File: src/rtl/axis_packet_arbiter.sv
// N-input AXI-Stream packet multiplexer. A granted source keeps the output
// until its tlast beat is accepted; selection is fixed priority or round robin.
// One registered output stage gives one-cycle latency and full in-packet rate.
module axis_packet_arbiter #(
  parameter int NUM_INPUTS = 4,
  parameter int DATA_WIDTH = 8,
  parameter int USER_WIDTH = 1,
  parameter int ARB_MODE   = 1,
  parameter int IDX_WIDTH  = (NUM_INPUTS > 1) ? $clog2(NUM_INPUTS) : 1
) (
  input  logic                             clock,
  input  logic                             aresetn,
  input  logic [NUM_INPUTS*DATA_WIDTH-1:0] saxis_tdata,
  input  logic [NUM_INPUTS-1:0]            saxis_tvalid,
  output logic [NUM_INPUTS-1:0]            saxis_tready,
  input  logic [NUM_INPUTS*USER_WIDTH-1:0] saxis_tuser,
  input  logic [NUM_INPUTS-1:0]            saxis_tlast,
  output logic [DATA_WIDTH-1:0]            maxis_tdata,
  output logic                             maxis_tvalid,
  input  logic                             maxis_tready,
  output logic [USER_WIDTH-1:0]            maxis_tuser,
  output logic                             maxis_tlast,
  output logic [IDX_WIDTH-1:0]             maxis_tdest,
  output logic                             busy
);

  typedef enum logic {IDLE = 1'b0, ACTIVE = 1'b1} state_t;

  state_t               state;
  logic [IDX_WIDTH-1:0] grant;
  logic [IDX_WIDTH-1:0] rr_ptr;
  logic [IDX_WIDTH-1:0] winner;
  logic [IDX_WIDTH-1:0] rr_next;
  logic                 out_free;
  logic                 acc;
  logic [DATA_WIDTH-1:0] sel_data;
  logic [USER_WIDTH-1:0] sel_user;
  logic                  sel_last;

  // Output register can take a beat when empty or draining this cycle.
  assign out_free = !maxis_tvalid || maxis_tready;
  assign busy     = (state == ACTIVE);

  // Only the granted channel sees ready; no path from any tvalid.
  for (genvar i = 0; i < NUM_INPUTS; i++) begin : g_rdy
    assign saxis_tready[i] = (state == ACTIVE) && (grant == IDX_WIDTH'(i)) && out_free;
  end

  // Ready is one-hot, so any handshake is the granted channel's.
  assign acc = |(saxis_tvalid & saxis_tready);

  assign rr_next = (grant == IDX_WIDTH'(NUM_INPUTS - 1)) ? '0 : grant + 1'b1;

  // Winner search: from rr_ptr upward then wrap (fixed priority starts at 0).
  always_comb begin
    int   base;
    logic found;
    winner = '0;
    found  = 1'b0;
    base   = (ARB_MODE == 1) ? int'(rr_ptr) : 0;
    for (int i = 0; i < NUM_INPUTS; i++) begin
      if (!found && (i >= base) && saxis_tvalid[i]) begin
        winner = IDX_WIDTH'(i);
        found  = 1'b1;
      end
    end
    for (int i = 0; i < NUM_INPUTS; i++) begin
      if (!found && (i < base) && saxis_tvalid[i]) begin
        winner = IDX_WIDTH'(i);
        found  = 1'b1;
      end
    end
  end

  // Steer the granted channel's payload toward the output register.
  always_comb begin
    sel_data = '0;
    sel_user = '0;
    sel_last = 1'b0;
    for (int i = 0; i < NUM_INPUTS; i++) begin
      if (grant == IDX_WIDTH'(i)) begin
        sel_data = saxis_tdata[i*DATA_WIDTH +: DATA_WIDTH];
        sel_user = saxis_tuser[i*USER_WIDTH +: USER_WIDTH];
        sel_last = saxis_tlast[i];
      end
    end
  end

  // Arbitration FSM plus output register; a load wins over a drain.
  always_ff @(posedge clock) begin
    if (!aresetn) begin
      state        <= IDLE;
      grant        <= '0;
      rr_ptr       <= '0;
      maxis_tvalid <= 1'b0;
      maxis_tdata  <= '0;
      maxis_tuser  <= '0;
      maxis_tlast  <= 1'b0;
      maxis_tdest  <= '0;
    end else begin
      case (state)
        IDLE: begin
          if (|saxis_tvalid) begin
            grant <= winner;
            state <= ACTIVE;
          end
        end
        ACTIVE: begin
          if (acc && sel_last) begin
            state <= IDLE;
            if (ARB_MODE == 1) rr_ptr <= rr_next;
          end
        end
        default: state <= IDLE;
      endcase

      if (acc) begin
        maxis_tvalid <= 1'b1;
        maxis_tdata  <= sel_data;
        maxis_tuser  <= sel_user;
        maxis_tlast  <= sel_last;
        maxis_tdest  <= grant;
      end else if (maxis_tvalid && maxis_tready) begin
        maxis_tvalid <= 1'b0;
      end
    end
  end

endmodule

File: config.mk
export PLATFORM = sky130hd
export DESIGN_NAME = axis_packet_arbiter
export DESIGN_NICKNAME = d
export VERILOG_FILES = /design/src/rtl/axis_packet_arbiter.sv
export SDC_FILE = /design/constraint.sdc
export NUM_CORES = 1
export LEC_CHECK = 0
export CAP_MARGIN = 20
export CELL_PAD_IN_SITES_DETAIL_PLACEMENT = 0
export CELL_PAD_IN_SITES_GLOBAL_PLACEMENT = 2
export CORE_ASPECT_RATIO = 1.25
export CORE_MARGIN = 5
export CORE_UTILIZATION = 20
export DETAILED_ROUTE_END_ITERATION = 7
export PLACE_DENSITY = 0.83
export SLEW_MARGIN = 20
export SYNTH_ARGS = -nofsm -noshare
export SYNTH_HDL_FRONTEND = slang
export SYNTH_SLANG_ARGS = --single-unit
File: constraint.sdc
create_clock -name clock -period 2 [get_ports clock]
set_clock_uncertainty 0.1 [all_clocks]
set_input_delay 0.2 -clock clock [delete_from_list [all_inputs] [get_ports clock]]
set_output_delay 0.2 -clock clock [all_outputs]
set_load 0.02 [all_outputs]
Yosys cells after proc, flatten, opt, wreduce, memory -nomap -nowiden. Index checks and enable logic that the tools add are counted.

Register bits: 18. Bits of input ports: 47. Word-level logic and storage cells: 86.

$add $sub $neg: 1. Order comparisons: 6. Equality and inequality tests: 3. Muxes and demuxes: 30. Bitwise logic cells: 2. Reductions and logical operators: 36.

Operator list (count): $mux 8 (4); $logic_and 1x1->1 (22); $mux 1 (19); $mux 2 (6); $reduce_or 4->1 (2); $logic_not 1->1 (7); $and 4x4->4 (1); $eq 2x2->1 const B (2); $ge 1x2->1 const A (2); $lt 1x2->1 const A (2); $reduce_and 2->1 (2); $add 2x1->2 const B (1); $eq 2x1->1 const B (1); $ge 2x2->1 const A (1); $logic_not 2->1 (1); $lt 2x2->1 const A (1); $pmux 1 s2 (1); $reduce_bool 2->1 (1); $logic_or 1x1->1 (1); $not 1->1 (1).

Logic depth before layout (Yosys ltp). Gate-level depths: netlist of run 1.

Depth in word-level cells: 26. Depth in mapped cells: 7.

Least setup slack after synthesis of run 1. Ideal clock, no wire load.

Kind: reg2reg. Start: register grant[0]. End: register maxis_tlast. Setup time: 0.115 ns. Data arrival time: 1.631 ns. Required time: 1.785 ns. Slack: 0.155 ns. Cell stages (with the launch flop): 8. Period minus slack after synthesis: 1.845 ns. Path through: dfxtp_1 inv_1 ha_1 nor2b_1 buf_6 a22o_1 o311a_2 o21a_1.

Longest elaborated chain between the ends: 5. Elaborated cells between the ends (all ways): 18.

RTL lines: from (decl) (RTL line 30) `logic [IDX_WIDTH-1:0] grant;`; from (signal assigned) (RTL line 104) `grant <= winner;`; $logic_not 2->1, or another cell as far along (RTL line 46, 81); $mux 1 / $logic_and 1x1->1 (equally long branches) (2 in a row) (RTL line 81, 46); $mux 1 / $and 4x4->4 (equally long branches) (RTL line 81, 50); $mux 1 / $reduce_or 4->1 (equally long branches) (RTL line 81, 50); to (signal assigned) (RTL line 121) `maxis_tlast <= sel_last;`; to (decl) (RTL line 22) `output logic maxis_tlast,`.

Several ways; a longest one is shown, not always the timed one. A chain may end at the register's enable or synchronous reset.

Worst setup path after layout of run 1.
Start: register grant[0]. End: register rr_ptr[1].

Longest elaborated chain between the ends: 7. Elaborated cells between the ends (all ways): 22.

RTL lines: $eq 2x1->1, or another cell as far along (RTL line 46, 81); $logic_and 1x1->1 / $mux 1 (equally long branches) (2 in a row) (RTL line 46, 81); $and 4x4->4 / $mux 1 (equally long branches) (RTL line 50, 81); $reduce_or 4->1 / $mux 1 (equally long branches) (RTL line 50, 81); $logic_and 1x1->1 (RTL line 109) `if (acc && sel_last) begin`; $reduce_and 2->1 (no line); to (signal assigned) (RTL line 111) `if (ARB_MODE == 1) rr_ptr <= rr_next;`; to (decl) (RTL line 31) `logic [IDX_WIDTH-1:0] rr_ptr;`.

Several ways; a longest one is shown, not always the timed one.

==> results of run 1 <==
[area by class of cell]
cell class | instances | area, um^2 | area share (%)
repair buffers | 77 | 737 | 37.3
multi-input cells | 96 | 682 | 34.5
flip-flops and latches | 18 | 363 | 18.4
well taps | 66 | 82.6 | 4.18
inverters | 15 | 56.3 | 2.85
clock buffers | 4 | 55.1 | 2.79
[cells in the final DEF, fill, tap and decap left out, types with 2 or more instances in the layout]
cell type                          n
sky130_fd_sc_hd__o21ai_1          10
sky130_fd_sc_hd__ha_2              2
sky130_fd_sc_hd__a31oi_1          11
sky130_fd_sc_hd__nor2_1            3
sky130_fd_sc_hd__dlygate4sd2_1     3
sky130_fd_sc_hd__buf_4            13
sky130_fd_sc_hd__a221oi_1          9
sky130_fd_sc_hd__o21a_1            2
sky130_fd_sc_hd__dfxtp_1          16
sky130_fd_sc_hd__nand2_1          14
sky130_fd_sc_hd__inv_1            15
sky130_fd_sc_hd__clkbuf_8          4
sky130_fd_sc_hd__nand2b_1          3
sky130_fd_sc_hd__a211o_1           9
sky130_fd_sc_hd__ha_1              2
sky130_fd_sc_hd__mux2i_1           5
sky130_fd_sc_hd__clkdlybuf4s50_1  60
sky130_fd_sc_hd__dfxtp_2           2
sky130_fd_sc_hd__nor2b_1           5
sky130_fd_sc_hd__and3_1            5
sky130_fd_sc_hd__o21ai_0           3
[logic make-up (layout without fill, tap and decap cells)]
family,count (synthesis),in the layout
muxes,5,5
and+or+nand+nor,32,32
DFF,18,18
adders and majority gates,4,4
AOI/OAI and AO/OA,55,55
buffers and inverters,25,96
[power groups by stage]
stage               clock (mW)  sequential, mW  combinational, mW
floorplan                    0           0.454              0.200
global route             0.340           0.425              0.484
CTS                      0.318           0.419              0.450
global placement             0           0.426              0.449
detailed placement           0           0.426              0.449
finish                   0.305           0.419              0.440
[routing by layer]
metal  track usage (%)  vias to the layer above  routed length, um
li1                  -                      653                  -
met2              19.4                       47               2010
met4              2.68                        0                 14
met3              4.29                        2                326
met5                 0                        -                  0
met1              13.1                      553               1670
[state kept, by name, summed over array words and instances, names as in the netlist]
| signal | count |
|---|---|
| maxis_tlast | 1 |
| maxis_tdest | 2 |
| maxis_tvalid | 1 |
| busy | 1 |
| maxis_tuser | 1 |
| rr_ptr | 2 |
| grant | 2 |
| maxis_tdata | 8 |
[cells in the mapped netlist, types with 2 or more instances]
cell type,number
sky130_fd_sc_hd__a211o_1,9
sky130_fd_sc_hd__a221oi_1,9
sky130_fd_sc_hd__a31oi_1,11
sky130_fd_sc_hd__and3_1,5
sky130_fd_sc_hd__buf_6,3
sky130_fd_sc_hd__clkbuf_1,6
sky130_fd_sc_hd__dfxtp_1,18
sky130_fd_sc_hd__ha_1,4
sky130_fd_sc_hd__inv_1,15
sky130_fd_sc_hd__mux2i_1,5
sky130_fd_sc_hd__nand2_1,14
sky130_fd_sc_hd__nand2b_1,3
sky130_fd_sc_hd__nor2_1,3
sky130_fd_sc_hd__nor2b_1,5
sky130_fd_sc_hd__o21a_1,2
sky130_fd_sc_hd__o21ai_0,3
sky130_fd_sc_hd__o21ai_1,10
[worst max-delay path: stages, from the launching register on]
cell and delay, ns:
sky130_fd_sc_hd__dfxtp_2 0.39, sky130_fd_sc_hd__inv_1 0.09, sky130_fd_sc_hd__ha_1 0.26, sky130_fd_sc_hd__buf_4 0.18, sky130_fd_sc_hd__nor2b_1 0.12, sky130_fd_sc_hd__o21ai_0 0.16
sky130_fd_sc_hd__o311a_2 0.28, sky130_fd_sc_hd__mux2i_1 0.19
[final timing paths]
path	cells past startpoint	slack (ns)	endpoint
min reg2reg	2	0.42	maxis_tdest[0]
max	7	0.14	rr_ptr[1]
max reg2reg	7	0.14	rr_ptr[1]
min	3	0.41	maxis_tdata[6]
[through the flow]
stage / worst slack (ns) / setup TNS [ns]
after global routing: 0.000284 / 0
after floorplan: 0.155 / 0
after CTS: -0.00194 / -0.00194
after detailed placement: 0.0307 / 0
final: 0.142 / 0
after global placement: 0.0704 / 0
==> out/summary.log, run 1 <==
[pwr] sequential share of power 36.0%
[yosys] Netlist Area Pre-Place 1150 um^2
[final_layout] area of all placed cells without fillers 1980 um^2
[global_route] first-pass GRT wire length 6560 um
[pwr] clock group share of total power 26.2%
[final_layout] nets 262
[clock_network] Clock Sinks 18
[timing] fraction of the cycle the final worst path needs 92.9%
[final_layout] share of the core filled with cells 34.7%
[yosys] Primary FF master, synth sky130_fd_sc_hd__dfxtp_1
[setup_path] category of the worst setup path capture point flop
[yosys] xor-xnor portion of the synthesized cell area 0%
[setup_path] Req. time, crit path 2.09 ns
[die] Chip Height 94.9 um
[pwr] switching share of power 30.1%
[yosys] synthesized-area fraction occupied by and/or/nand/nor cells 13.8%
[final_layout] relative area change from synthesis to final layout 71.3%
[yosys] yosys warns 0
[pwr] logic gate share of total power 37.8%
[pwr] cell-internal power 813 uW
[global_route] gr usage total 11.2%
[setup_path] r2r startpoint grant[0]
[yosys] Mapped Avg Cell Area 8.30 um^2
[place] port bufs 64
[place] gp weighted congestion 0.813
[yosys] post-synth top area cell sky130_fd_sc_hd__dfxtp_1
[timing] total count of hold-check failures in the final report 0
[yosys] post-synth top area share 31.2%
[clock_network] Worst-Skew Late Latency 0.25 ns
[timing] total count of max-transition violations in the final report 0
[drt] detail-routed net length per standard cell 14.5 um
[final_layout] fill cell total of the finished layout 612
[yosys] Post-Synth Adder-Cell Area 4.34%
[clock_network] CTS tree built
[place] DPL Wire Length 3250 um
[setup_path] data arrival time of the worst path 1.94 ns
[run] max-cap check violation count 0
[final_layout] number of diodes added for antenna fixing 0
[clock_network] total of hold buffers inserted after clock tree synthesis 0
[worst_hold_path] Hold WC Path Type in2reg
[global_route] pin count of the biggest net entering global routing 19
[timing] unrepaired setup endpoints after global routing no
[yosys] total nets after synthesis 190
[timing] worst slew margin relative to its limit 77.5%
[yosys] cell types with the largest area share after synthesis sky130_fd_sc_hd__dfxtp_1 31%, sky130_fd_sc_hd__a211o_1 6.8%, sky130_fd_sc_hd__a221oi_1 6.8%
[drt] number of detailed-routing iterations run before antenna repair 4
[yosys] register bit total from synthesis 18
[setup_path] category of the critical setup timing path reg2reg
[yosys] number of distinct library cells after synthesis 31
[drt] Detail Route Antenna Nets 0
[pwr] net switching power figure 351 uW
[yosys] proportion of synthesized chip area in sequential cells 31.2%
[die] I/O pin total 65
[yosys] combinational family with the most area after synthesis compound AO/OA/AOI/OAI gates
[clock_network] worst-case clock buffer depth 2
[die] number of placement rows 31
[timing] worst hold slack 0.409 ns
[drt] Post-route DRC 0
[worst_hold_path] source of the worst hold timing path saxis_tdata[30]
[pwr] Worst VDD drop 260 uV
[setup_path] category of the worst setup path launch point flop
[timing] setup violation total in the final timing report 0
[clock_network] clock-pin slew of the registers on the worst-case setup and hold paths 0.07 ns
[timing] Achievable Freq 0.538 GHz
[timing] actual transition at the worst max-transition pin 0.337 ns
[drt] via count of the routed design 1255
[die] DIE AREA 7400 um^2
[timing] final critical path time including I/O delays and setup 1.86 ns
[yosys] fraction of synthesized area in multiplexers 4.34%
[yosys] gate count after technology mapping 139
[die] chip width 77.9 um
[yosys] complex-gate fraction of the synthesized area 36.2%
[setup_path] Critical Path Fanout Max 8
[yosys] ys async rst share 0%
[die] starting density of the core 20.2%
[clock_network] Root Buffer sky130_fd_sc_hd__clkbuf_8
[pwr] total design power 1.16 mW
[global_route] via count of the first global-routing pass 1321
[pwr] LEAKAGE 0.818 nW
[global_route] number of antenna violations at the first check in global routing 0
[place] cell area after placement 1910 um^2
[drt] Iter 0 DRT Violations 50
[final_layout] post-route non-filler standard cell count 276
[die] Floorplan Core Area 5700 um^2
[setup_path] Worst setup startpoint grant[0]
[yosys] count of flip-flops with a built-in enable after synthesis 0
[final_layout] fraction of layout instances using a drive strength above 1 11.9%
[drt] Via-to-Cell Ratio 4.55
[run_status] run status completed
[clock_network] maximum level of the CTS H-tree 1
[pwr] PwrDens 589 nW/um^2
[clock_network] Post-CTS Setup Inserts 0
[clock_network] clock buffer count from CTS 3
[drt] routed wire length 4010 um
[place] count of placed standard cells including taps 272
[clock_network] post-CTS sizing 6
[global_route] final global-route overflow total 0
Note: power is estimated with default switching activity, not from simulation.
==> inputs of run 2 (changes only) <==
- CTS_CLUSTER_DIAMETER: unset -> 120
==> results of run 2 <==
The final DEF is identical to that of run 1; final timing and power are the same.
